==> src/rtl/vga_pkg.sv <==
// rtl/vga_pkg.sv - shared modes, colours and visible-area constants for the VGA pixel path
package vga_pkg;

    typedef enum logic [1:0] {
        MODE_SOLID  = 2'd0,
        MODE_BARS   = 2'd1,
        MODE_CHECK  = 2'd2,
        MODE_SCROLL = 2'd3
    } mode_t;

    localparam int RGB_W = 9;

    localparam logic [RGB_W-1:0] WHITE = 9'h1FF;
    localparam logic [RGB_W-1:0] BLACK = 9'h000;
    localparam logic [RGB_W-1:0] BLUE  = 9'h007;
    localparam logic [RGB_W-1:0] RED   = 9'h1C0;

    localparam int VIS_H = 50;
    localparam int VIS_V = 25;

    // Each bar index bit drives one full colour channel: {r, g, b}.
    function automatic logic [RGB_W-1:0] bar_colour(input logic [2:0] idx);
        return {{3{idx[2]}}, {3{idx[1]}}, {3{idx[0]}}};
    endfunction

endpackage

==> src/rtl/vga_mode_ctrl.sv <==
// rtl/vga_mode_ctrl.sv - frame-start detection, frame/scroll counters and frame-aligned mode handshake
module vga_mode_ctrl
    import vga_pkg::*;
#(
    parameter int H_BITS   = 7,
    parameter int V_BITS   = 5,
    parameter int H_PIXELS = VIS_H,
    parameter int BAR_W    = 7
) (
    input  logic              clk,
    input  logic              rst,
    input  logic              disp_ena,
    input  logic [H_BITS-1:0] col,
    input  logic [V_BITS-1:0] row,
    input  logic              mode_req,
    input  logic [1:0]        mode_sel,
    output mode_t             mode_now,
    output logic [H_BITS-1:0] scroll_now,
    output logic              mode_ack,
    output logic              busy,
    output logic [1:0]        cur_mode,
    output logic [7:0]        frame_cnt
);

    typedef enum logic {ST_IDLE, ST_PENDING} state_t;

    localparam logic [H_BITS-1:0] SCROLL_LAST = H_BITS'(H_PIXELS - BAR_W);

    state_t            state, state_n;
    mode_t             pending, pending_n;
    mode_t             mode_q, mode_n;
    logic              ack_n;
    logic              prev_ena;
    logic [H_BITS-1:0] scroll_pos, scroll_n;
    logic              frame_start;

    assign frame_start = disp_ena & ~prev_ena & (col == '0) & (row == '0);

    always_ff @(posedge clk or negedge rst) begin
        if (!rst) begin
            state      <= ST_IDLE;
            pending    <= MODE_SOLID;
            mode_q     <= MODE_SOLID;
            mode_ack   <= 1'b0;
            prev_ena   <= 1'b0;
            scroll_pos <= '0;
            frame_cnt  <= 8'd0;
        end else begin
            state      <= state_n;
            pending    <= pending_n;
            mode_q     <= mode_n;
            mode_ack   <= ack_n;
            prev_ena   <= disp_ena;
            scroll_pos <= scroll_n;
            if (frame_start) begin
                frame_cnt <= frame_cnt + 8'd1;
            end
        end
    end

    // A request arriving on a frame-start cycle is always held for the following frame.
    always_comb begin
        state_n   = state;
        pending_n = pending;
        mode_n    = mode_q;
        ack_n     = 1'b0;
        case (state)
            ST_IDLE: begin
                if (mode_req) begin
                    pending_n = mode_t'(mode_sel);
                    state_n   = ST_PENDING;
                end
            end
            ST_PENDING: begin
                if (frame_start) begin
                    mode_n  = pending;
                    ack_n   = 1'b1;
                    state_n = ST_IDLE;
                end
                if (mode_req) begin
                    pending_n = mode_t'(mode_sel);
                    state_n   = ST_PENDING;
                end
            end
            default: state_n = ST_IDLE;
        endcase
    end

    always_comb begin
        scroll_n = scroll_pos;
        if (frame_start) begin
            scroll_n = (scroll_pos == SCROLL_LAST) ? '0 : scroll_pos + H_BITS'(1);
        end
    end

    assign mode_now   = mode_n;
    assign scroll_now = scroll_n;
    assign busy       = (state == ST_PENDING);
    assign cur_mode   = mode_q;

endmodule

==> src/rtl/vga_pattern_gen.sv <==
// rtl/vga_pattern_gen.sv - four-mode test-pattern pixel stage; PATTERN_BORDER_EN adds a red frame border
module vga_pattern_gen
    import vga_pkg::*;
#(
    parameter int H_BITS    = 7,
    parameter int V_BITS    = 5,
    parameter int H_PIXELS  = VIS_H,
    parameter int V_PIXELS  = VIS_V,
    parameter int BAR_W     = 7,
    parameter int CHK_SHIFT = 2
) (
    input  logic              clk,
    input  logic              rst,
    input  logic              disp_ena,
    input  logic [H_BITS-1:0] col,
    input  logic [V_BITS-1:0] row,
    input  logic              mode_req,
    input  logic [1:0]        mode_sel,
    input  logic [RGB_W-1:0]  solid_rgb,
    output logic              mode_ack,
    output logic              busy,
    output logic [1:0]        cur_mode,
    output logic [7:0]        frame_cnt,
    output logic              de_out,
    output logic [RGB_W-1:0]  rgb
);

    mode_t             mode_now;
    logic [H_BITS-1:0] scroll_now;
    logic [H_BITS-1:0] bar_q;
    logic [2:0]        bar_idx;
    logic [H_BITS:0]   col_ext, scroll_ext;
    logic              in_scroll_bar;
    logic              active;
    logic [RGB_W-1:0]  pix;

    vga_mode_ctrl #(
        .H_BITS   (H_BITS),
        .V_BITS   (V_BITS),
        .H_PIXELS (H_PIXELS),
        .BAR_W    (BAR_W)
    ) u_mode_ctrl (
        .clk        (clk),
        .rst        (rst),
        .disp_ena   (disp_ena),
        .col        (col),
        .row        (row),
        .mode_req   (mode_req),
        .mode_sel   (mode_sel),
        .mode_now   (mode_now),
        .scroll_now (scroll_now),
        .mode_ack   (mode_ack),
        .busy       (busy),
        .cur_mode   (cur_mode),
        .frame_cnt  (frame_cnt)
    );

    assign bar_q   = col / H_BITS'(BAR_W);
    assign bar_idx = (bar_q > H_BITS'(7)) ? 3'd7 : bar_q[2:0];

    // One extra bit so scroll_pos+BAR_W never wraps back into the bar.
    assign col_ext       = {1'b0, col};
    assign scroll_ext    = {1'b0, scroll_now};
    assign in_scroll_bar = (col_ext >= scroll_ext) && (col_ext < scroll_ext + (H_BITS+1)'(BAR_W));

    // Coordinates outside the visible window only come from a misconfigured generator; keep them black.
    assign active = disp_ena && (col < H_BITS'(H_PIXELS)) && (row < V_BITS'(V_PIXELS));

    always_comb begin
        pix = BLACK;
        case (mode_now)
            MODE_SOLID:  pix = solid_rgb;
            MODE_BARS:   pix = bar_colour(bar_idx);
            MODE_CHECK:  pix = (col[CHK_SHIFT] ^ row[CHK_SHIFT]) ? WHITE : BLACK;
            MODE_SCROLL: pix = in_scroll_bar ? WHITE : BLUE;
            default:     pix = BLACK;
        endcase
`ifdef PATTERN_BORDER_EN
        if ((col == '0) || (col == H_BITS'(H_PIXELS - 1)) ||
            (row == '0) || (row == V_BITS'(V_PIXELS - 1))) begin
            pix = RED;
        end
`endif
    end

    always_ff @(posedge clk or negedge rst) begin
        if (!rst) begin
            rgb    <= BLACK;
            de_out <= 1'b0;
        end else begin
            rgb    <= active ? pix : BLACK;
            de_out <= disp_ena;
        end
    end

endmodule

==> config.mk <==
export PLATFORM = sky130hd
export DESIGN_NAME = vga_pattern_gen
export DESIGN_NICKNAME = d
export VERILOG_FILES = /design/src/rtl/vga_pkg.sv /design/src/rtl/vga_mode_ctrl.sv /design/src/rtl/vga_pattern_gen.sv
export SDC_FILE = /design/constraint.sdc
export NUM_CORES = 1
export LEC_CHECK = 0
export CORE_ASPECT_RATIO = 2
export CORE_MARGIN = 5
export CORE_UTILIZATION = 31
export DETAILED_ROUTE_END_ITERATION = 8
export PLACE_DENSITY = 0.56
export SLEW_MARGIN = 0
export SYNTH_ARGS = -nofsm -noshare
export SYNTH_HDL_FRONTEND = slang
export SYNTH_SLANG_ARGS = --single-unit
export TNS_END_PERCENT = 10
==> constraint.sdc <==
create_clock -name clk -period 4.8 [get_ports clk]
set_clock_uncertainty 0.15 [all_clocks]
set_input_delay 1.2 -clock clk [delete_from_list [all_inputs] [get_ports clk]]
set_output_delay 1.2 -clock clk [all_outputs]
set_load 0.03 [all_outputs]
==> results.txt <==
The run finished with clean final reports. The maximum number of pins on one net before global-route repair is 32. Multiplexer cells account for 3.02% of the synthesized area. The min-delay analysis places its worst path in the category reg -> reg. The worst setup path is launched from an input port.

The biggest fanout along the worst timing path is 4. The floorplan die area is 8810 µm². Static timing analysis puts the maximum clock frequency at 218 MHz. The first routing iteration left around 130 violations. The overall die height came out at approximately 130 µm. The number of max-cap violations came out at 0. Summing the areas of all compound-gate instances in the mapped netlist gives between 10% and 20% of the synthesized area. The initial antenna violation count is 0. The placeable core area is slightly below 7000 µm².

For this run, asynchronously set or reset flops after synthesis account for between 90% and 100%. Among all flip-flop cells after synthesis, the most frequent one is dfrtp_1. In the layout the commonest cells are buf_4, clkdlybuf4s50_1, dfrtp_1. After synthesis, the largest family of logic cells by area is simple AND/OR/NAND/NOR gates. The utilization after layout came out at between 40% and 50%.

In this run, CTS created clock tree buffers numbering 5. The root buffer cell chosen for the clock tree is clkbuf_16. The number of synthesis warnings came out at 0. For the pin with the worst max-slew slack, the measured transition is approximately 0.46 ns.

The antenna diode count came out at 0. The routed wire length on met2 came out at 3090 µm. In this run the mean area of a mapped cell was between 9 and 10 µm².

The H-tree depth reported by CTS came out at 2. The initial utilization of the core area, before any placement, comes to between 30% and 40%. The combined buffer and inverter count along the critical path came out at 2. The cell leakage power came out at roughly 1.5 nW. For this run, the register share of the synthesized area comes to 36.0%.

In the routed layout, each cell is associated on average with a via count of a little over 5. The wire length after detailed routing came out at between 6000 and 7000 µm. The share of the synthesized netlist area taken by xor and xnor gates came out at under 10%. The worst-path cell with the longest stage delay is or4b_4. The met3 routed wirelength is roughly 330 µm. After technology mapping, the gate count stands at between 200 and 250. The post-synthesis cell area came out at 2150 µm².

The first TritonRoute pass finished after 4 iterations. The clock slew seen by the registers of the worst setup and hold paths came out at ~0.050 ns. The die is just under 70 µm wide. The remaining routing DRC violations came out at 0. The met1 wire length came out at roughly 2500 µm. The worst max-slew margin expressed relative to the limit is 68.9%. The first-pass GRT wire length is around 10,000 µm. The routed layout has a little over 2,000 vias. The buffer levels on the longest clock path came out at 2.

The library cell used most frequently in the layout, excluding fill and tap cells, is buf_4. Global routing used between 15 and 20% of the available tracks across all layers. Setup repair after global routing left no endpoint under its margin.

Clock tree synthesis found a total of 31 sinks. The per-cell routed wire length came out at approximately 15 µm. slightly below 50 I/O pins were placed. The signed area change from the synthesized netlist to the final layout came out at 53.1%.

The initialized floorplan defines 43 standard-cell rows. The final worst-path cycle share is between 90 and 100%. The hold violation total from the final report is 0.

The count of distinct cell types in the synthesized netlist is 50. The number of buffers added on ports came out at 48. The family with the most delay on the worst path is simple AND/OR/NAND/NOR gates. The share of post-route cells with drive strength above 1 is between 20% and 30%. The critical path goes through dlygate4sd2_1 -> or4b_4 -> or4_4 -> buf_6 -> or4_4 -> and2_4 -> xnor2_2 -> ha_1 -> o211ai_1 -> a21oi_1 -> a211oi_2 -> a211oi_2 -> a21oi_2 -> o21a_1. STA puts the critical path data arrival time at around 4.7 ns. Setup violations remaining at the end of the flow were counted as 0. The worst-skew pair later-pin latency is around 0.28 ns.

The largest voltage drop on the vdd net is approximately 0.12 mV. The data required time of the worst path came out at 4.87 ns. The synthesis-stage register bit count came out at 31. After layout, the minimum clock period comes to between 4 and 5 ns. The completed layout was analyzed and its total power is approximately 0.66 mW. The sum of net half-perimeters after detailed placement is approximately 4700 µm. The top metal layer carrying routed signals is met4. The via count of the first global-routing pass came to between 2,000 and 2,500.

After Yosys synthesis, full adders, half adders and majority gates account for ~11% of the synthesized area. The CTS tree is yes. The net count of the mapped netlist came out at 279.

The post-synthesis share of cell area spent on and, or, nand and nor gates came out at 20.6%. After global routing the overflow that remains totals 0. In this run the power density over the cells is 200 nW/µm². STA classifies the critical path endpoint as a flip-flop. The number of pins with negative max-slew slack in the final report came out at 0. The largest stage delay on the critical path came out at 0.53 ns. The placer's final routability congestion estimate is around 0.79.

The number of enable flip-flop cells after synthesis came out at 0. The critical path in this run is classified as in -> reg. The number of nets at the end of the flow came out at roughly 370. The number of nets with antenna violations after routing is 0.

Counting the fill cells in the layout gives approximately 670.
==> cell usage after synthesis (all sizes together), types with 3 or more instances <==
library cell  count  area share (%)
o21a              7             2.4
inv              12             2.1
o21ai            11             2.6
nand4b            3             1.2
nor2              6             1.0
clkbuf            6             1.0
a21oi            13             3.4
o211ai            4             1.4
nand4             4             1.2
nor2b             3            0.87
nand2            25             4.4
buf               5             1.0
xnor2            13             5.3
or4               3             1.4
dfrtp            31              36
nand3             8             1.9
nor3              5             1.2
a211oi            4             1.4
mux2              4             2.1
a21o              3             1.0
and2              6             1.7
or3               5             1.5
nor4              4             1.5
ha               18              10
a31oi             4             1.2
==> flip-flops by register name, indices dropped and copies added (netlist names) <==
register                cells
u_mode_ctrl.busy            1
u_mode_ctrl.cur_mode        2
u_mode_ctrl.scroll_pos      7
u_mode_ctrl.prev_ena        1
u_mode_ctrl.frame_cnt       8
rgb                         9
u_mode_ctrl.mode_ack        1
u_mode_ctrl.pending         2
==> path summary, 6_finish.rpt <==
check | start | to | slack, ns | depth (start not counted)
max reg2reg | u_mode_ctrl.prev_ena | rgb[3] | 0.97 | 13
min in group asynchronous | rst | u_mode_ctrl.frame_cnt[2] | 1.18 | 2
min reg2reg | u_mode_ctrl.frame_cnt[7] | u_mode_ctrl.frame_cnt[7] | 0.31 | 1
max in group asynchronous | rst | rgb[6] | 3.04 | 2
max | col[0] | rgb[3] | 0.21 | 14
min | u_mode_ctrl.frame_cnt[7] | u_mode_ctrl.frame_cnt[7] | 0.31 | 1
==> timing repair <==
item	4_1_cts	5_1_grt
pin swaps	13	10
resized for setup	23	20
hold buffers	0	0
setup buffers	3	1
endpoints found under the setup margin	6	6
==> through the flow <==
stage	instances	hold WS [ns]	setup WS, ns	setup TNS [ns]	instance area [µm²]
CTS	408	0.322	0.0203	0	3220
finish	409	0.314	0.211	0	3300
floorplan	234	0.347	0.0950	0	2150
global route	409	0.376	0.0352	0	3300
global placement	399	0.313	-0.392	-2.33	2990
detailed placement	399	0.312	-0.475	-2.80	2990
==> where the power goes <==
group	internal (mW)	total [mW]	switching, mW
sequential	0.267	0.269	0.00254
combinational	0.0528	0.106	0.0528
clock	0.185	0.285	0.100
total	0.505	0.660	0.156
==> metal layers <==
metal | GRT usage (%) | vias to the layer above
li1 | - | 1025
met1 | 17.8 | 987
met2 | 25.3 | 54
met3 | 3.33 | 10
met4 | 6.21 | 0
met5 | 0 | -
==> final cells by class <==
type	count	area, µm²	area share [%]
Tap cell	90	113	3.42
Multi-Input combinational cell	180	1410	42.6
Sequential cell	31	776	23.5
Inverter	12	45.0	1.37
Clock buffer	6	129	3.91
Timing Repair Buffer	90	828	25.1
==> cells by family (layout without fill, tap and decap cells) <==
logic type / after synthesis / count (layout)
flops: 31 / 31
simple gates: 80 / 80
mux: 6 / 6
compound gates: 60 / 60
fa+ha+maj: 19 / 19
xor+xnor: 15 / 15
buf+inv: 23 / 108
Power figures use the tool's default switching activity.
